--- src/rtl/message_scheduler.sv ---
// message_scheduler
// -----------------------------------------------------------------------------
// SHA-256 message schedule generator. Accepts one 512-bit padded block and
// streams W[0..ROUNDS-1] one word per accepted transfer, using a 16-word
// sliding window so that W[16..] is produced on the fly.
//
// Optional feature macro: SCHED_BYTE_SWAP_EN
//   defined   - every 32-bit word of block_in is byte-reversed at load
//               (little-endian upstream buffers).
//   undefined - words load as-is (big-endian, SHA-256 native).
//
// Parameters:
//   WORD_SIZE   schedule word width; must be 32 (SHA-256 sigma constants)
//   ROUNDS      words streamed per block, 17..64
//
// Ports:
//   clock        rising-edge clock
//   reset        asynchronous active-low reset
//   clear        synchronous abort back to IDLE (window contents kept)
//   block_in     padded block; [511:480] is W[0], [31:0] is W[15]
//   block_valid  block_in is valid
//   block_ready  a new block can be accepted (IDLE only)
//   input_ready  one-cycle start pulse to the round engine
//   w_value      current schedule word W[t]
//   w_index      current t
//   w_valid      w_value/w_index are valid
//   w_ready      consumer accepts the current word
//   block_done   one-cycle pulse after W[ROUNDS-1] is accepted
// -----------------------------------------------------------------------------
module message_scheduler #(
  parameter int WORD_SIZE = 32,
  parameter int ROUNDS    = 64,
  localparam int IDX_W    = $clog2(ROUNDS)
) (
  input  logic                      clock,
  input  logic                      reset,
  input  logic                      clear,
  input  logic [WORD_SIZE*16-1:0]   block_in,
  input  logic                      block_valid,
  output logic                      block_ready,
  output logic                      input_ready,
  output logic [WORD_SIZE-1:0]      w_value,
  output logic [IDX_W-1:0]          w_index,
  output logic                      w_valid,
  input  logic                      w_ready,
  output logic                      block_done
);

  typedef enum logic [1:0] {
    ST_IDLE = 2'd0,
    ST_RUN  = 2'd1,
    ST_DONE = 2'd2
  } state_t;

  localparam logic [IDX_W-1:0] LAST = IDX_W'(ROUNDS - 1);

  state_t               state;
  state_t               state_next;
  logic                 load;
  logic                 advance;
  logic [IDX_W-1:0]     t;
  logic [WORD_SIZE-1:0] window [16];
  logic [WORD_SIZE-1:0] new_word;

  function automatic logic [WORD_SIZE-1:0] sigma0(input logic [WORD_SIZE-1:0] x);
    return {x[6:0], x[31:7]} ^ {x[17:0], x[31:18]} ^ (x >> 3);
  endfunction

  function automatic logic [WORD_SIZE-1:0] sigma1(input logic [WORD_SIZE-1:0] x);
    return {x[16:0], x[31:17]} ^ {x[18:0], x[31:19]} ^ (x >> 10);
  endfunction

  function automatic logic [WORD_SIZE-1:0] load_word(input logic [WORD_SIZE-1:0] x);
`ifdef SCHED_BYTE_SWAP_EN
    return {x[7:0], x[15:8], x[23:16], x[31:24]};
`else
    return x;
`endif
  endfunction

  // Next word enters at the top of the window: W[t+16] from W[t+14], W[t+9],
  // W[t+1] and W[t], all of which sit at fixed window positions.
  assign new_word = sigma1(window[14]) + window[9] + sigma0(window[1]) + window[0];

  assign w_value    = window[0];
  assign w_index    = t;
  assign w_valid    = (state == ST_RUN);
  assign block_done = (state == ST_DONE);

  always_ff @(posedge clock or negedge reset) begin
    if (!reset) begin
      state <= ST_IDLE;
    end else begin
      state <= state_next;
    end
  end

  always_comb begin
    state_next = state;
    load       = 1'b0;
    advance    = 1'b0;
    case (state)
      ST_IDLE: begin
        if (block_valid && block_ready) begin
          load       = 1'b1;
          state_next = ST_RUN;
        end
      end
      ST_RUN: begin
        if (w_ready) begin
          advance = 1'b1;
          if (t == LAST) begin
            state_next = ST_DONE;
          end
        end
      end
      ST_DONE: begin
        state_next = ST_IDLE;
      end
      default: begin
        state_next = ST_IDLE;
      end
    endcase
    // clear overrides every other input in the same cycle
    if (clear) begin
      state_next = ST_IDLE;
      load       = 1'b0;
      advance    = 1'b0;
    end
  end

  // block_ready is registered from the next state so it stays low while
  // reset is held and rises on the first clock after release.
  always_ff @(posedge clock or negedge reset) begin
    if (!reset) begin
      for (int unsigned i = 0; i < 16; i++) begin
        window[i] <= '0;
      end
      t           <= '0;
      block_ready <= 1'b0;
      input_ready <= 1'b0;
    end else begin
      block_ready <= (state_next == ST_IDLE);
      input_ready <= load;

      if (clear || load) begin
        t <= '0;
      end else if (advance && (t != LAST)) begin
        t <= t + IDX_W'(1);
      end

      if (load) begin
        for (int unsigned i = 0; i < 16; i++) begin
          window[i] <= load_word(block_in[(15 - i) * WORD_SIZE +: WORD_SIZE]);
        end
      end else if (advance) begin
        for (int unsigned i = 0; i < 15; i++) begin
          window[i] <= window[i + 1];
        end
        window[15] <= new_word;
      end
    end
  end

endmodule

--- config.mk ---
export PLATFORM = sky130hd
export DESIGN_NAME = message_scheduler
export DESIGN_NICKNAME = d
export VERILOG_FILES = /design/src/rtl/message_scheduler.sv
export SDC_FILE = /design/constraint.sdc
export NUM_CORES = 2
export LEC_CHECK = 0
export BUFFER_PORTS_ARGS = -buffer_cell sky130_fd_sc_hd__clkbuf_2
export CELL_PAD_IN_SITES_DETAIL_PLACEMENT = 0
export CELL_PAD_IN_SITES_GLOBAL_PLACEMENT = 1
export CORE_ASPECT_RATIO = 1.75
export CORE_UTILIZATION = 35
export CTS_CLUSTER_SIZE = 40
export DETAILED_ROUTE_END_ITERATION = 16
export GPL_ROUTABILITY_DRIVEN = 0
export PLACE_DENSITY_LB_ADDON = 0.05
export SYNTH_ARGS = -nofsm -noshare
export SYNTH_HDL_FRONTEND = slang
export SYNTH_SLANG_ARGS = --single-unit
--- constraint.sdc ---
create_clock -name clock -period 3.9 [get_ports clock]
set_input_delay 0.585 -clock clock [delete_from_list [all_inputs] [get_ports clock]]
set_output_delay 0.585 -clock clock [all_outputs]
set_load 0.05 [all_outputs]
Word level (Yosys, flattened, before mapping). Cells that the tools add are included. W data, S select, Z words.

Bits in registers: 522. Bits in latches: 0. Memory bits (writable): 0. Bits in read-only memories: 0. Bits of input ports: 517. Output and inout port bits: 42. Memories kept: 0.

Add/subtract/negate cells: 4. $mul: 0. Divide/modulo/power cells: 0. Magnitude comparators: 0. Equal/unequal tests: 4. Shifts and indexed selects: 0. Mux-type cells: 15. Bitwise operators: 4. Reduce and logical (&&, ||, !) cells: 7.

Operators by type and width (count): $mux W512 (2); $add A32 B32 Y32 (3); $xor A32 B32 Y32 (2); $xor A32 B22 Y32 (1); $xor A32 B29 Y32 (1); $mux W6 (2); $mux W2 (4); $add A6 B1 Y6 const B (1); $eq A6 B6 Y1 const B (1); $mux W1 (6); $ne A6 B6 Y1 const B (1); $logic_not A2 Y1 (2); $pmux W2 S2 (1); $reduce_bool A2 Y1 (2); $eq A2 B1 Y1 const B (1); $eq A2 B2 Y1 const B (1); $logic_and A1 B1 Y1 (2); $logic_or A1 B1 Y1 (1).

Depth between registers and ports, before layout.
Depth in word-level cells: 7. Gate-level depth with buffers: 15. Mapped depth without buffers: 14.

Worst setup path after synthesis. Ideal clock, no wire load.

Path type: register to register. From: register window[50] in the netlist's numbering. To: register window[27] in the netlist's numbering. Library setup time: 0.124 ns. Arrival time: 3.902 ns. Data required time: 3.776 ns. Path slack: -0.126 ns. Cell stages (with the launch flop): 16. Cell sequence: dfrtp_1 > clkbuf_1 > xor2_1 > xnor2_1 > fa_1 > inv_1 > fa_1 > ha_1 > fa_1 > a211oi_2 > o21ai_1 > a221o_2 > a211o_1 > nand2_1 > mux2i_1 > nor3_2.

Longest elaborated chain between the ends: 7.

RTL lines: start: declaration (RTL line 62) `logic [WORD_SIZE-1:0] window [16];`; start signal: indexed assignment (RTL line 154) `window[i] <= load_word(block_in[(15 - i) * WORD_SIZE +: WORD_SIZE]);`; start signal: indexed assignment (RTL line 158) `window[i] <= window[i + 1];`; $xor A32 B32 Y32 (RTL line 70) `return {x[16:0], x[31:17]} ^ {x[18:0], x[31:19]} ^ (x >> 10);`; $xor A32 B22 Y32 * (RTL line 70); $add A32 B32 Y32 * (3 in a row) (RTL line 83) `assign new_word = sigma1(window[14]) + window[9] + sigma0(window[1]) + window[0];`; $mux W512 * (RTL line 156) `end else if (advance) begin`; $mux W512 * (RTL line 152) `if (load) begin`.

Every way passes the cells marked *; elsewhere a longest branch is shown, timed or not. The select of a mux whose other input is x is not followed. A chain may end at the register's enable or synchronous reset.

Worst setup path in the final report.
From: register window[43] in the netlist's numbering. To: register window[27] in the netlist's numbering.

Same word-level chain as after synthesis.

==> results by group <==
Timing
  • Final setup viols: 6
  • Least-Margin Pin Slew: slightly below 1 ns
  • Fmax: 251 MHz
  • RSZ-0062 raised after global routing: true
  • Worst Skew: 0.0198 ns
  • Final Max Slew Viols: 0
  • Final worst path period share: 102%
  • Worst setup margin: -0.0899 ns
  • Hold Vio Cnt, Final: 0
  • Min Tclk post-route: approximately 4.0 ns
  • Worst rel slew slack: 36.0%

Yosys
  • Post-Synth Simple-Gate Area: a little over a fifth
  • Post-synthesis sequential area ratio: a little under half
  • Syn_area_per_cell: 8.17 µm²
  • Top cells by area, synth: dfrtp_1, nand2_1, a31oi_1
  • Post-Synth XOR/XNOR Area: 4.69%
  • Cells after Synth: around 3400
  • Largest family of logic cells by synthesized area: simple AND/OR/NAND/NOR gates
  • Synth Area in Adders: 5.90%
  • Synth top area share: 46.9%
  • Synth area leader: dfrtp_1
  • Multiplexer share of the synthesized area: less than 1%
  • #FFs+latches synth: ~520
  • Yosys warnings: 0
  • Synth Net Count: ~4000
  • Netlist Area Pre-Place: 0.0278 mm²
  • Asr flop ratio synth: 100%
  • Unique cell type count in the Yosys netlist: 62
  • Compound-Gate Fraction of Synth Area: 14.4%
  • Prevailing post-synth register cell: dfrtp_1
  • EDFF count, synth: 0

Die
  • Die Height: 375 µm
  • Num rows: 136
  • Ports: 559
  • Die Width: about 220 µm
  • Die ar.: around 0.081 mm²
  • Core outline area: 0.0786 mm²
  • Initial core utilization: 35.4%

Finish
  • Fillers: approximately 8100
  • Synthesis-to-finish area growth: 23.5%
  • Fin nets: 4461
  • Share of post-route cells with drive strength above 1: 22.4%
  • Fin area: ~0.034 mm²
  • Final Util: 43.8%

CTS
  • Worst-path clk slew: 0.06 ns
  • Clock Latency Late Sink: around 0.64 ns
  • CTS sink cnt: approximately 520
  • Num CTS Buffers: 55
  • CTS tree: built
  • Root Driver: clkbuf_16
  • Deepest level of the CTS H-tree: 2
  • Clock buffer depth: 3

Run
  • Max Cap Violations: 0

Global routing
  • Pin count of the biggest net entering global routing: 235
  • Vias in the first global route: roughly 27000
  • Met3 Use GR: 5.87%
  • Total Routing Usage GR: 29.3%
  • First-pass GRT wire length: 176 mm
  • Met2 Use GR: 48.5%
  • Remaining Overflow, GRT: 0
  • Initial antenna violation count: 22
  • Most Crowded Layer GR: met2
  • Met1 Use GR: 36.6%

Critical path
  • Worst EP arrival: 4.49 ns
  • Kind of critical path: flip-flop to flip-flop
  • R2R Setup Slk: -0.09 ns
  • Crit Path Max Fanout: 2
  • Reg2reg path depth: 14
  • CP Capture Point: window[27]$_DFFE_PN0P_
  • CP endpoint kind: flip-flop
  • Worst setup SP type: flip-flop
  • R2r endpoint: window[27]$_DFFE_PN0P_
  • CP startpoint: window[43]$_DFFE_PN0P_
  • Critical Path RT: approximately 4.4 ns
  • Reg2reg start: window[43]$_DFFE_PN0P_

Drt
  • Post-route antenna net violation count: 0
  • Vias per std cell: around 5.3
  • DRC Markers: 0
  • WL per Instance: between 20 and 25 µm
  • Final wirelength: 121 mm
  • Vias: 26100
  • 1st-pass router iterations: 5
  • Drt initial violations: roughly 2400

Placed design
  • Worst slack, placed: -0.314 ns
  • Final HPWL DP: 91.8 mm
  • Dpl cell area: ~0.032 mm²
  • IO Port Bufs: 558

Min path
  • Min-Delay Path Class: input port to flip-flop
  • Hold Crit Depth: 3
  • Hold path start: block_in[3]

Status
  • Status: complete, but fails checks
  • Failing checks: negative setup slack
-- kinds of logic after synthesis --
group,Yosys count
AO/OA/AOI/OAI,636
XOR/XNOR,149
adder cells (fa/ha/maj),94
buffers and inverters,437
flip-flops,522
multiplexers,4
AND/OR/NAND/NOR,1568
-- critical path: stages (launching register included) --
cell	delay [ns]
dfrtp_1	0.41
xor2_2	0.19
xnor2_2	0.25
fa_1	0.46
inv_1	0.08
fa_1	0.41
ha_2	0.21
fa_2	0.37
a211oi_4	0.25
o21ai_2	0.10
a221o_2	0.41
a211o_1	0.32
nand2_2	0.11
mux2i_1	0.22
nor3_2	0.06
-- cells in the mapped netlist, types with 13 or more instances --
master	n
nand2_1	1006
dfrtp_1	522
nor2_1	514
a31oi_1	489
clkbuf_1	252
inv_1	127
xnor2_1	90
fa_1	62
xor2_1	59
a21oi_1	43
buf_4	32
ha_1	32
o21ai_0	18
buf_2	15
a22oi_1	13
o21ai_1	13
-- per-stage QoR --
step / cells / TNS [ns] / hold WS [ns]
6_report: 4933 / -0.294 / 0.193
3_3_place_gp: 4821 / -2.95 / 0.494
3_5_place_dp: 4821 / -2.96 / 0.494
2_1_floorplan: 3410 / 0 / 0.289
5_1_grt: 4930 / -1.68 / 0.185
4_1_cts: 4922 / -0.366 / 0.157
-- cells in the final DEF (no fill, tap or decap), types with 16 or more instances in the layout --
master	netlist	routed
dfrtp_1	522	515
a31oi_1	489	485
ha_1	32	24
nand2_1	1006	1005
clkbuf_16	0	57
xor2_1	59	47
xnor2_2	0	16
xnor2_1	90	73
nor2_1	514	513
clkbuf_2	0	557
fa_1	62	61
buf_4	32	106
inv_1	127	127
buf_12	0	21
a21oi_1	43	34
-- how the worst min path moves through the flow --
stage                               to  slack (ns)
5_1_grt          window[3]$_DFFE_PN0P_        0.19
3_3_place_gp    window[14]$_DFFE_PN0P_        0.49
4_1_cts        window[239]$_DFFE_PN0P_        0.16
3_5_place_dp    window[21]$_DFFE_PN0P_        0.49
2_1_floorplan    block_ready$_DFF_PN0_        0.29
6_report         window[3]$_DFFE_PN0P_        0.19
-- flip-flops by register name (all words and copies together), names as in the netlist --
signal	count
block_ready	1
input_ready	1
state	2
w_index	6
w_value	32
window	480
-- layer usage --
metal	up-vias	routed length (µm)
li1	12100	-
met1	12800	48700
met2	994	58300
met3	218	7620
met4	34	5970
met5	-	216
-- final cells by class --
type	instances	area [µm²]	share of cell area, %
Multi-Input combinational cell	2451	13600	39.6
Sequential cell	522	13100	38.0
Timing Repair Buffer	692	4100	11.9
Clock buffer	87	1690	4.91
Tap cell	1035	1290	3.76
Inverter	128	480	1.40
Clock inverter	12	139	0.404
Antenna cell	6	15.0	0.0437
-- timing repair --
item	CTS	global route
resized for setup	27	84
hold buffers	1	0
hold endpoints to repair	23	0
buffers inserted	2	6
endpoints found under the setup margin	18	23
pin swaps	18	42
Power is not shown: default switching activity piles up to over one toggle a cycle in this logic, so the estimate is an artifact.
